===== config.mk =====
export PLATFORM = sky130hd
export DESIGN_NAME = ym3438_dac_rx
export DESIGN_NICKNAME = d
export VERILOG_FILES = /design/src/rtl/ym3438_dac_rx.sv
export SDC_FILE = /design/constraint.sdc
export NUM_CORES = 1
export LEC_CHECK = 0
export CORE_AREA = 2 2 120 122
export CTS_CLUSTER_DIAMETER = 100
export DETAILED_ROUTE_END_ITERATION = 10
export DIE_AREA = 0 0 122 124
export PLACE_DENSITY = 0.48
export SLEW_MARGIN = 10
export SYNTH_ARGS = -nofsm -noshare
export SYNTH_HDL_FRONTEND = slang
export SYNTH_SLANG_ARGS = --single-unit

===== constraint.sdc =====
create_clock -name MCLK -period 5.7 [get_ports MCLK]
set_clock_uncertainty 0.1 [all_clocks]
set_input_delay 1.14 -clock MCLK [delete_from_list [all_inputs] [get_ports MCLK]]
set_output_delay 1.14 -clock MCLK [all_outputs]
set_load 0.05 [all_outputs]

===== src/rtl/ym3438_dac_rx.sv =====
// Receives the six-slot FM channel stream, pans and sums each frame into stereo, and hands it out on valid/ready.
// Define YM3438_LADDER_EN to add the YM2612 ladder-distortion offset to every slot on both sides.
module ym3438_dac_rx #(
    parameter int NUM_SLOTS = 6,
    parameter int OUT_WIDTH = 12
) (
    input  logic                        MCLK,
    input  logic                        reset,
    input  logic [8:0]                  ch_out,
    input  logic                        smp_strobe,
    input  logic                        frame_start,
    input  logic [NUM_SLOTS-1:0]        pan_l,
    input  logic [NUM_SLOTS-1:0]        pan_r,
    output logic signed [OUT_WIDTH-1:0] out_l,
    output logic signed [OUT_WIDTH-1:0] out_r,
    output logic                        out_valid,
    input  logic                        out_ready,
    output logic                        sync_err,
    output logic                        overrun,
    output logic                        dbg_state
);

    localparam int SW = (NUM_SLOTS > 1) ? $clog2(NUM_SLOTS) : 1;
    localparam logic [SW-1:0] LAST = SW'(NUM_SLOTS - 1);

    typedef enum logic {HUNT = 1'b0, RUN = 1'b1} state_t;

    state_t state, state_nx;
    logic [SW-1:0] slot, slot_nx, idx;
    logic signed [OUT_WIDTH-1:0] v, acc_l, acc_r, acc_l_nx, acc_r_nx, sum_l, sum_r;
    logic take, complete, sync_err_nx;

    function automatic logic signed [OUT_WIDTH-1:0] contrib(input logic en,
                                                           input logic signed [OUT_WIDTH-1:0] s);
`ifdef YM3438_LADDER_EN
        logic signed [OUT_WIDTH-1:0] bias;
        bias = s[OUT_WIDTH-1] ? OUT_WIDTH'(-4) : OUT_WIDTH'(4);
        contrib = en ? s + bias : bias;
`else
        contrib = en ? s : '0;
`endif
    endfunction

    // Offset-binary sample: flipping the MSB yields two's complement.
    assign v = {{(OUT_WIDTH-9){~ch_out[8]}}, ~ch_out[8], ch_out[7:0]};
    assign dbg_state = state;

    always_ff @(posedge MCLK or posedge reset) begin
        if (reset) state <= HUNT;
        else       state <= state_nx;
    end

    always_comb begin
        state_nx    = state;
        slot_nx     = slot;
        acc_l_nx    = acc_l;
        acc_r_nx    = acc_r;
        sync_err_nx = 1'b0;
        complete    = 1'b0;
        idx         = slot;
        sum_l       = acc_l;
        sum_r       = acc_r;
        take        = smp_strobe && (state == RUN || frame_start);
        if (take) begin
            // frame_start always restarts the frame, discarding any partial sum.
            idx         = frame_start ? '0 : slot;
            sum_l       = (frame_start ? '0 : acc_l) + contrib(pan_l[idx], v);
            sum_r       = (frame_start ? '0 : acc_r) + contrib(pan_r[idx], v);
            sync_err_nx = (state == RUN) && frame_start && (slot != '0);
            state_nx    = RUN;
            if (idx == LAST) begin
                complete = 1'b1;
                slot_nx  = '0;
                acc_l_nx = '0;
                acc_r_nx = '0;
            end else begin
                slot_nx  = idx + SW'(1);
                acc_l_nx = sum_l;
                acc_r_nx = sum_r;
            end
        end
    end

    // out_valid/out_l/out_r hold until a cycle with out_valid & out_ready;
    // a completion in that cycle reloads and keeps out_valid high.
    always_ff @(posedge MCLK or posedge reset) begin
        if (reset) begin
            slot      <= '0;
            acc_l     <= '0;
            acc_r     <= '0;
            out_l     <= '0;
            out_r     <= '0;
            out_valid <= 1'b0;
            sync_err  <= 1'b0;
            overrun   <= 1'b0;
        end else begin
            slot     <= slot_nx;
            acc_l    <= acc_l_nx;
            acc_r    <= acc_r_nx;
            sync_err <= sync_err_nx;
            if (complete) begin
                out_l     <= sum_l;
                out_r     <= sum_r;
                out_valid <= 1'b1;
                if (out_valid && !out_ready) overrun <= 1'b1;
            end else if (out_valid && out_ready) begin
                out_valid <= 1'b0;
            end
        end
    end

endmodule


Yosys cells after proc, flatten, opt, wreduce, memory -nomap -nowiden --
Index checks and enable logic that the tools add are counted.
Cells by class: add/sub/neg operators 3, multipliers 0, divide/modulo/power cells 0, order comparisons 1, equal/unequal tests 1, shift operators 0, multiplexer cells 19, bitwise operators 1, reduce and logical (&&, ||, !) cells 10
Operator list (count):
- $mux W12 | 8
- $add A12 B12 Y12 | 2
- $mux W1 | 7
- $bmux W1 S3 | 2
- $mux W3 | 2
- $logic_and A1 B1 Y1 | 5
- $lt A3 B4 Y1 const B | 1
- $add A3 B1 Y3 const B | 1
- $eq A3 B3 Y1 const B | 1
- $reduce_bool A3 Y1 | 1
- $reduce_and A2 Y1 | 1
- $reduce_bool A2 Y1 | 1
- $logic_not A1 Y1 | 1
- $logic_or A1 B1 Y1 | 1
- $not A1 Y1 | 1
Storage, ports and cells: bits in registers 55, bits in latches 0, memory bits (writable) 0, bits in read-only memories 0, input port bits 26, memories kept 0

Logic depth before layout (Yosys ltp) --
Gate-level depths: netlist of run 1.
word-level depth 6, gate-level depth with buffers 13

Worst setup path after synthesis of run 1 --
Ideal clock, no wire load.
path type input-to-reg, start input port frame_start, end register out_l[10], library setup time 0.125 ns, arrival time 3.820 ns, data required time 5.475 ns, slack 1.655 ns, stages on the path 13, buffers on the path 1, cell sequence buf_2 > or3b_1 > a21oi_1 > o21a_1 > nor2b_1 > ha_1 > fa_1 > a21o_1 > a21oi_1 > o21a_1 > o31ai_1 > xor2_1 > mux2_2
On the way: longest elaborated chain between the ends 6, elaborated cells between the ends (all ways) 12, classes of those cells 1 x add/sub; 1 x eq/ne; 8 x mux; 2 x reduce/logical
Ends and longest elaborated chain:
- from (decl) | line 11 | input logic frame_start,
- $mux W3 | line 66 | idx = frame_start ? '0 : slot;
- $bmux W1 S3 | line 67 | sum_l = (frame_start ? '0 : acc_l) + contrib(pan_l[idx], v);
- $mux W1 (not written as such) | line 67
- $mux W12 | line 40 | contrib = en ? s : '0;
- $add A12 B12 Y12 | line 67
- $mux W12 | line 64 | if (take) begin
- to (signal assigned) | line 102 | out_l <= sum_l;
- to (decl) | line 14 | output logic signed [OUT_WIDTH-1:0] out_l,
Parallel ways exist; a longest one is shown, timed or not. The select of a mux whose other input is x is not followed. A chain may end at the register's enable or synchronous reset.

Worst setup path in the final report of run 1 --
Same ends and word-level chain as after synthesis.

==> impl_metrics.tcl, run 1 <==
set metrics [dict create \
    final_common_cell "dfrtp_1" \
    clk_pin_slew_ns 0.08 \
    ios 54 \
    yosysWarnings 0 \
    status "finished, final reports clean" \
    synth.top_cells.by_area "dfrtp_1 40%, ha_1 8.1%, mux2_2 6.9%" \
    yosys.area.top_type_share_pct 40.34 \
    wl_per_cell_um 15.50 \
    drt_iter0_markers 175 \
    p_per_area_mw_per_mm2 423.1 \
    dr.pass1.iters 4 \
    finalMaxSlewViolations 0 \
    arrival_ns 4.70 \
    synth.distinct_cells 51 \
    synth_cells 321 \
    synth_compound_area_share_pct 19.14 \
    start_util_pct 24.87 \
    instances_no_fill 556 \
    port_buffers 53 \
    setup_violations 0 \
    core_area_mm2 0.01372 \
    place_ws_ns 0.7994 \
    end_kind "flip-flop" \
    via_per_inst 4.739 \
    mostFrequentLayoutCells "55 x dfrtp_1, 53 x clkdlybuf4s50_1, 33 x nor2b_1" \
    drc 0 \
    seqCellArea_mm2 0.001376 \
    synth.avg_cell_area_um2 10.63 \
    synth_top_area_cell "dfrtp_1" \
    relSlewSlack_pct 24.46 \
    placed_area_mm2 0.004158 \
    drive_gt1_share_pct 11.44 \
    grt_pass1_wl_um 14170 \
    gp_congestion 0.8890 \
    die_y_um 124 \
    cp_data_required_time_ns 5.78 \
    hold_buffers 0 \
    grt_pass1_vias 2724 \
    top_layer "met4" \
    die-area_mm2 0.01513 \
    ys_seq_area_share_pct 40.34 \
    met1_length_um 4389 \
    crit_type "in2reg" \
    syn-num-nets 371 \
    setup_slack_ns 1.079 \
    design_power_total_mw 1.821 \
    fin_crit_sh_pct 81.07 \
    wl_met3_um 413 \
    syn-cell-area_mm2 0.003412 \
    num-nets-final 425 \
    multi_input_area_mm2 0.001951 \
    syn_to_final_growth_pct 26.11 \
    synth_top_family_by_area "compound AO/OA/AOI/OAI gates" \
    final_area_mm2 0.004303 \
    yosys.area_share.simple_pct 14.23 \
    fillers 1415 \
    cts.sinks 55 \
    grt_util_all_layers_pct 11.97 \
    min_path_type "reg2reg" \
    crit_fanout 13 \
    place_hpwl_um 6270 \
    synthAdderAreaFrac_pct 9.241 \
    synth_edf_count 0 \
    rsz0062_at_grt "false" \
    cts_root_buf "clkbuf_16" \
    drt-total-wl_um 8619 \
    htreeDepth 2 \
    route.met2.wl_um 3743 \
    drtAntennaViolNets 0 \
    synth-main-ff-cell "dfrtp_1" \
    cts_tree "yes" \
    max_slew.worst_pin.slew_ns 1.132 \
    cts_buffers 5 \
    vias 2635 \
    period_needed_ns 4.621 \
    die_w_um 122 \
    cts.repair.resized 0 \
    ys_seq_elements 55 \
    antenna_cells 0 \
    clockBufferDepth 2 \
    gr-total-overflow 0 \
    ir_worst_vdd_mv 0.1173 \
    hold_viol 0 \
    async_flop_share_pct 100.0 \
    fmax_mhz 216.4 \
    grt_max_degree 56 \
    rows 43 \
    synthMuxAreaShare_pct 8.874 \
    setup_tns_ns 0 \
    p_leak_nw 1.966 \
    cap_violations 0 \
    synth_xor_area_share_pct 5.537 \
    post_cts_buffers 0 \
    place_inst 548 \
    start_kind "input pin" \
    clk_latency_ns 0.30 \
    antenna_found_initial 0 \
]
cells in the mapped netlist, types with 5 or more instances:
master / instances
dfrtp_1: 55
inv_1: 10
xor2_1: 5
nor2_1: 10
a21oi_1: 19
mux2_2: 21
and2_1: 8
ha_1: 22
a21o_1: 11
nand2_1: 11
clkbuf_1: 5
or3_1: 5
nand2b_1: 5
a22o_1: 22
xnor2_1: 14
o21ai_0: 7
nor2b_1: 33
where the power goes:
part	switching, mW	internal (mW)	leakage [nW]
logic	0.527	0.384	1.19
clock network	0.147	0.165	0.0675
registers	0.0747	0.524	0.710
total	0.748	1.07	1.97
state kept, by name (all words and copies together), names as in the netlist:
| name | count |
|---|---|
| out_valid | 1 |
| out_r | 12 |
| out_l | 12 |
| dbg_state | 1 |
| overrun | 1 |
| sync_err | 1 |
| acc_r | 12 |
| slot | 3 |
| acc_l | 12 |
final cells by class:
class / instances / share of cell area (%)
clock buffer: 6 / 2.995
clock inverter: 2 / 0.3780
inverter: 10 / 0.8723
multi-input combinational: 245 / 45.33
sequential: 55 / 31.99
tap: 180 / 5.234
timing repair buffer: 58 / 13.20
routing by layer:
metal  track usage, %  up-vias
met3            2.747        4
met1            16.94     1287
met5                0        -
li1                 -     1286
met2            18.33       58
met4            3.233        0
worst max-delay path, cell delays in order:
cell,delay (ns)
clkdlybuf4s50_1,0.49
buf_4,0.22
or3b_1,0.37
a21oi_1,0.23
o21a_1,0.32
nor2b_1,0.10
ha_1,0.24
fa_1,0.41
a21o_1,0.17
a21oi_1,0.29
o21a_1,0.18
o31ai_1,0.09
xor2_1,0.16
mux2_2,0.27
per-stage QoR:
| stage | utilization, % | hold slack (ns) |
|---|---|---|
| detailed placement | 30.31 | 0.3648 |
| global placement | 30.31 | 0.3524 |
| floorplan | - | 0.3407 |
| finish | 31.36 | 0.3826 |
| CTS | 31.36 | 0.3887 |
| global route | 31.36 | 0.4049 |
kinds of logic (layout without fill, tap and decap cells):
logic type | Yosys count | after routing
AO/OA/AOI/OAI | 89 | 89
AND/OR/NAND/NOR | 85 | 85
flip-flops | 55 | 55
multiplexers | 27 | 27
adder cells (fa/ha/maj) | 24 | 24
buffers and inverters | 21 | 76
XOR/XNOR | 20 | 20
final timing paths:
kind | startpoint | to | slack (ns) | depth (start not counted)
min | overrun | overrun | 0.38 | 1
min reg2reg | overrun | overrun | 0.38 | 1
max | frame_start | out_l[10] | 1.08 | 14
max in group asynchronous | reset | acc_l[1] | 3.76 | 3
min in group asynchronous | reset | out_l[2] | 1.27 | 3
max reg2reg | slot[0] | out_r[10] | 1.85 | 12
Power figures use the tool's default switching activity.
==> inputs of run 2 (changes only) <==
--- a/config.mk
+++ b/config.mk
@@ -9,7 +9,7 @@
 export CTS_CLUSTER_DIAMETER = 100
 export DETAILED_ROUTE_END_ITERATION = 10
 export DIE_AREA = 0 0 122 124
-export PLACE_DENSITY = 0.48
+export PLACE_DENSITY = 0.49
 export SLEW_MARGIN = 10
 export SYNTH_ARGS = -nofsm -noshare
 export SYNTH_HDL_FRONTEND = slang
==> constraint.sdc (replaced) <==
create_clock -name MCLK -period 4.1 [get_ports MCLK]
set_clock_uncertainty 0.1 [all_clocks]
set_input_delay 0.82 -clock MCLK [delete_from_list [all_inputs] [get_ports MCLK]]
set_output_delay 0.82 -clock MCLK [all_outputs]
set_load 0.05 [all_outputs]
==> run 2 against run 1 <==
Compared with the run above: worst hold slack worse by 0.0021 ns; non-clock buffer count grew 35; critical path depth fell by 1; first-iteration DRC count down 33%; global-route usage is 0.34 points higher; routed wire length up 1.6%; die area unchanged; clock-buffer cell count is 1 lower; critical endpoint is now out_r[10].
==> impl_metrics.tcl, run 2 (synthesis results as in run 1) <==
set metrics [dict create \
    place_inst 583 \
    setup_slack_ns 0.2561 \
    min_to "overrun" \
    grt_max_degree 43 \
    route.met2.wl_um 3876 \
    drt_iter0_markers 118 \
    wl_per_cell_um 14.81 \
    fin_crit_sh_pct 93.75 \
    die-area_mm2 0.01513 \
    ios 54 \
    relSlewSlack_pct 37.93 \
    port_buffers 53 \
    place_hpwl_um 6398 \
    cap_violations 0 \
    arrival_ns 3.93 \
    die_y_um 124 \
    num-nets-final 460 \
    clockBufferDepth 2 \
    setup_tns_ns 0 \
    multi_input_area_mm2 0.001948 \
    ir_worst_vdd_mv 0.1703 \
    htreeDepth 2 \
    antenna_cells 0 \
    clk_pin_slew_ns 0.08 \
    design_power_total_mw 2.628 \
    mostFrequentLayoutCells "55 x dfrtp_1, 52 x clkdlybuf4s50_1, 40 x buf_4" \
    crit_type "in2reg" \
    drive_gt1_share_pct 18.98 \
    cts_buffers 5 \
    hold_buffers 0 \
    cts_root_buf "clkbuf_16" \
    start_kind "input pin" \
    drt-total-wl_um 8755 \
    syn_to_final_growth_pct 33.77 \
    drtAntennaViolNets 0 \
    antenna_found_initial 0 \
    dr.pass1.iters 4 \
    clk_latency_ns 0.30 \
    top_layer "met4" \
    worstHoldStart "overrun" \
    final_common_cell "dfrtp_1" \
    finalMaxSlewViolations 0 \
    p_leak_nw 2.153 \
    drc 0 \
    rows 43 \
    met1_length_um 4326 \
    hold_viol 0 \
    fmax_mhz 260.2 \
    grt_pass1_vias 2854 \
    cp_data_required_time_ns 4.19 \
    post_cts_buffers 0 \
    max_slew.worst_pin.slew_ns 0.9297 \
    period_needed_ns 3.844 \
    rsz0062_at_grt "false" \
    core_area_mm2 0.01372 \
    cts_tree "yes" \
    wl_met3_um 469 \
    via_per_inst 4.584 \
    status "finished, final reports clean" \
    crit_fanout 9 \
    instances_no_fill 591 \
    fillers 1417 \
    min_path_type "reg2reg" \
    end_kind "flip-flop" \
    r2r-end "out_r[10]" \
    start_util_pct 24.87 \
    setup_violations 0 \
    gp_congestion 0.8255 \
    reg2regPathDepth 12 \
    grt_util_all_layers_pct 12.30 \
    reg2reg_from "slot[0]" \
    seqCellArea_mm2 0.001376 \
    whs_path_depth 1 \
    r2r_setup_slack_ns 0.39 \
    vias 2709 \
    cts.sinks 55 \
    place_ws_ns -0.2815 \
    grt_pass1_wl_um 14480 \
    gr-total-overflow 0 \
    die_w_um 122 \
    p_per_area_mw_per_mm2 575.7 \
]
[run 2: worst max-delay path by stage]
stage	start	end	slack [ns]
2_1_floorplan	frame_start	out_l[10]	0.38
3_3_place_gp	frame_start	out_r[8]	-0.21
3_5_place_dp	frame_start	out_r[10]	-0.28
4_1_cts	frame_start	out_r[10]	0.02
5_1_grt	pan_r[0]	out_r[10]	0.01
6_report	pan_r[0]	out_r[10]	0.26
[run 2: cell type report]
class                      instances  area share, %
multi-input combinational        245          42.68
sequential                        55          30.15
timing repair buffer              93          18.26
tap                              180          4.934
clock buffer                       5          2.741
inverter                          10         0.8224
clock inverter                     3         0.4112
[run 2: worst max-delay path, cell delays in order]
cell and delay (ns):
clkdlybuf4s50_1 0.42, or3_1 0.33, o41ai_2 0.07, o221ai_2 0.23, and2_1 0.22, ha_1 0.20, fa_1 0.38, a21o_1 0.17
a21oi_1 0.18, o21bai_1 0.14, a221oi_1 0.35, xnor2_1 0.14, mux2_2 0.27
[run 2: per-layer routing]
metal,up-vias,track usage [%]
met2,46,19.48
met3,6,3.114
met1,1313,16.85
met4,0,3.017
li1,1344,-
met5,-,0
[run 2: power breakdown]
part	switching, mW	total [mW]	internal, mW
clock	0.208	0.436	0.227
sequential	0.101	0.829	0.728
combinational	0.752	1.36	0.611
total	1.06	2.63	1.57
[run 2: stage by stage]
stage	hold slack [ns]	utilization (%)	cell area [um2]
floorplan	0.3407	-	3412
global placement	0.3552	32.20	4418
detailed placement	0.3700	32.20	4418
CTS	0.3884	33.25	4562
global route	0.4013	33.27	4564
finish	0.3805	33.27	4564
[run 2: repair_timing]
| item | in CTS | in global routing |
|---|---|---|
| endpoints found under the setup margin | 0 | 14 |
| hold endpoints to repair | 0 | 0 |
| resized for setup | 0 | 1 |
==> inputs of run 3 (changes only) <==
--- a/config.mk
+++ b/config.mk
@@ -5,12 +5,15 @@
 export SDC_FILE = /design/constraint.sdc
 export NUM_CORES = 1
 export LEC_CHECK = 0
+export CELL_PAD_IN_SITES_DETAIL_PLACEMENT = 0
+export CELL_PAD_IN_SITES_GLOBAL_PLACEMENT = 1
 export CORE_AREA = 2 2 120 122
 export CTS_CLUSTER_DIAMETER = 100
 export DETAILED_ROUTE_END_ITERATION = 10
 export DIE_AREA = 0 0 122 124
-export PLACE_DENSITY = 0.49
+export PLACE_DENSITY = 0.58
 export SLEW_MARGIN = 10
 export SYNTH_ARGS = -nofsm -noshare
 export SYNTH_HDL_FRONTEND = slang
 export SYNTH_SLANG_ARGS = --single-unit
+export TNS_END_PERCENT = 100
==> run 3 against run 2 <==
Compared with the run above: non-clock buffer count decreased by 3; cell count decreased by 0.51%; critical path depth stayed put; clock power fell by 2%; total power about the same; register-to-register slack gained 0.09 ns; largest power group unchanged; sequential share of layout area barely moved; worst hold slack lost 0.0022 ns; die area unchanged; sequential cell count stayed put; largest cell class unchanged.
==> impl_metrics.tcl, run 3 (synthesis results as in run 1) <==
set metrics [dict create \
    status "finished, final reports clean" \
    antenna_cells 0 \
    gp_congestion 0.7866 \
    drive_gt1_share_pct 18.38 \
    cts.sinks 55 \
    ios 54 \
    via_per_inst 4.660 \
    instances_no_fill 588 \
    clockBufferDepth 2 \
    fin_crit_sh_pct 92.61 \
    whs_ns 0.3783 \
    htreeDepth 2 \
    wl_per_cell_um 15.00 \
    cts_tree "yes" \
    relSlewSlack_pct 54.20 \
    switching_share_pct 40.25 \
    dr.pass1.iters 4 \
    core_area_mm2 0.01372 \
    die-area_mm2 0.01513 \
    drt_iter0_markers 149 \
    grt_max_degree 32 \
    clk_pin_slew_ns 0.07 \
    crit_type "in2reg" \
    place_ws_ns -0.1832 \
    p_per_area_mw_per_mm2 575.1 \
    max_slew.worst_pin.slew_ns 0.6845 \
    place_hpwl_um 6647 \
    min_path_type "reg2reg" \
    hold_viol 0 \
    cts_buffers 5 \
    gr-total-overflow 0 \
    post_cts_buffers 0 \
    p_leak_nw 2.148 \
    fmax_mhz 263.4 \
    cap_violations 0 \
    fillers 1422 \
    multi_input_area_mm2 0.001962 \
    grt_pass1_wl_um 14670 \
    setup_violations 0 \
    start_kind "input pin" \
    p_comb_share_pct 51.9 \
    pwr-share-clk_pct 16.3 \
    p_int_mw 1.569 \
    die_y_um 124 \
    cp_data_required_time_ns 4.18 \
    finalMaxSlewViolations 0 \
    mostFrequentLayoutCells "55 x dfrtp_1, 52 x clkdlybuf4s50_1, 36 x buf_4" \
    syn_to_final_growth_pct 33.81 \
    cts_root_buf "clkbuf_16" \
    vias 2740 \
    arrival_ns 3.88 \
    drtAntennaViolNets 0 \
    num-nets-final 457 \
    worst_path_max_delay_cell "clkdlybuf4s50_1" \
    design_power_total_mw 2.626 \
    hold_buffers 0 \
    rsz0062_at_grt "false" \
    grt_pass1_vias 2861 \
    setup_tns_ns 0 \
    seq_power_share_pct 31.8 \
    start_util_pct 24.87 \
    antenna_found_initial 0 \
    final_common_cell "dfrtp_1" \
    die_w_um 122 \
    clk_latency_ns 0.29 \
    drt-total-wl_um 8821 \
    cts.repair.resized 0 \
    place_inst 580 \
    setup_slack_ns 0.3030 \
    ir_worst_vdd_mv 0.1868 \
    port_buffers 53 \
    end_kind "flip-flop" \
    rows 43 \
    crit_fanout 5 \
    period_needed_ns 3.797 \
    grt_util_all_layers_pct 12.39 \
    seqCellArea_mm2 0.001376 \
    p_switching_mw 1.057 \
    crit_chain "clkdlybuf4s50_1 -> or3_1 -> o41ai_2 -> o221ai_2 -> buf_4 -> and2_1 -> ha_1 -> a21oi_1 -> o21bai_1 -> a21o_1 -> a221oi_1 -> xnor3_1 -> mux2_4" \
    drc 0 \
    critPathMaxStageDelay_ns 0.45 \
]
[run 3: stage by stage]
stage	utilization, %	instance area, um2
4_1_cts	33.16	4549
3_3_place_gp	32.13	4408
5_1_grt	33.28	4566
3_5_place_dp	32.13	4408
2_1_floorplan	-	3412
6_report	33.28	4566
[run 3: power groups by stage]
stage | combinational, mW | sequential, mW | clock, mW
floorplan | 0.611 | 1.13 | 0
global placement | 1.36 | 0.841 | 0
detailed placement | 1.36 | 0.844 | 0
CTS | 1.37 | 0.839 | 0.452
global route | 1.48 | 0.863 | 0.472
finish | 1.36 | 0.834 | 0.428
[run 3: critical path: cells and delay by family]
| kind | cells | cell delay [ns] |
|---|---|---|
| buffers and inverters | 2 | 0.63 |
| adder cells (fa/ha/maj) | 1 | 0.29 |
| AND/OR/NAND/NOR | 2 | 0.49 |
| XOR/XNOR | 1 | 0.29 |
| AO/OA/AOI/OAI | 6 | 1.09 |
| multiplexers | 1 | 0.27 |
[run 3: area by class of cell]
class | count | area share [%]
clock buffer | 7 | 2.905
clock inverter | 1 | 0.1918
inverter | 10 | 0.8221
multi-input combinational | 245 | 42.97
sequential | 55 | 30.15
tap | 180 | 4.933
timing repair buffer | 90 | 18.03
[run 3: final timing paths]
check	from	to	slack (ns)	cells after the start
max in group asynchronous	reset	out_l[11]	2.27	3
setup / recovery	pan_r[0]	out_r[11]	0.30	13
hold / removal	overrun	overrun	0.38	1
setup reg to reg	slot[0]	out_r[11]	0.48	12
min in group asynchronous	reset	out_r[5]	0.83	2
hold reg to reg	overrun	overrun	0.38	1
[run 3: per-layer routing]
metal | routed length (um) | vias up | GRT usage, %
met4 | 104 | 0 | 3.448
met2 | 3956 | 44 | 19.87
met1 | 4404 | 1344 | 17.11
met5 | 0 | - | 0
met3 | 355 | 7 | 2.289
li1 | - | 1345 | -
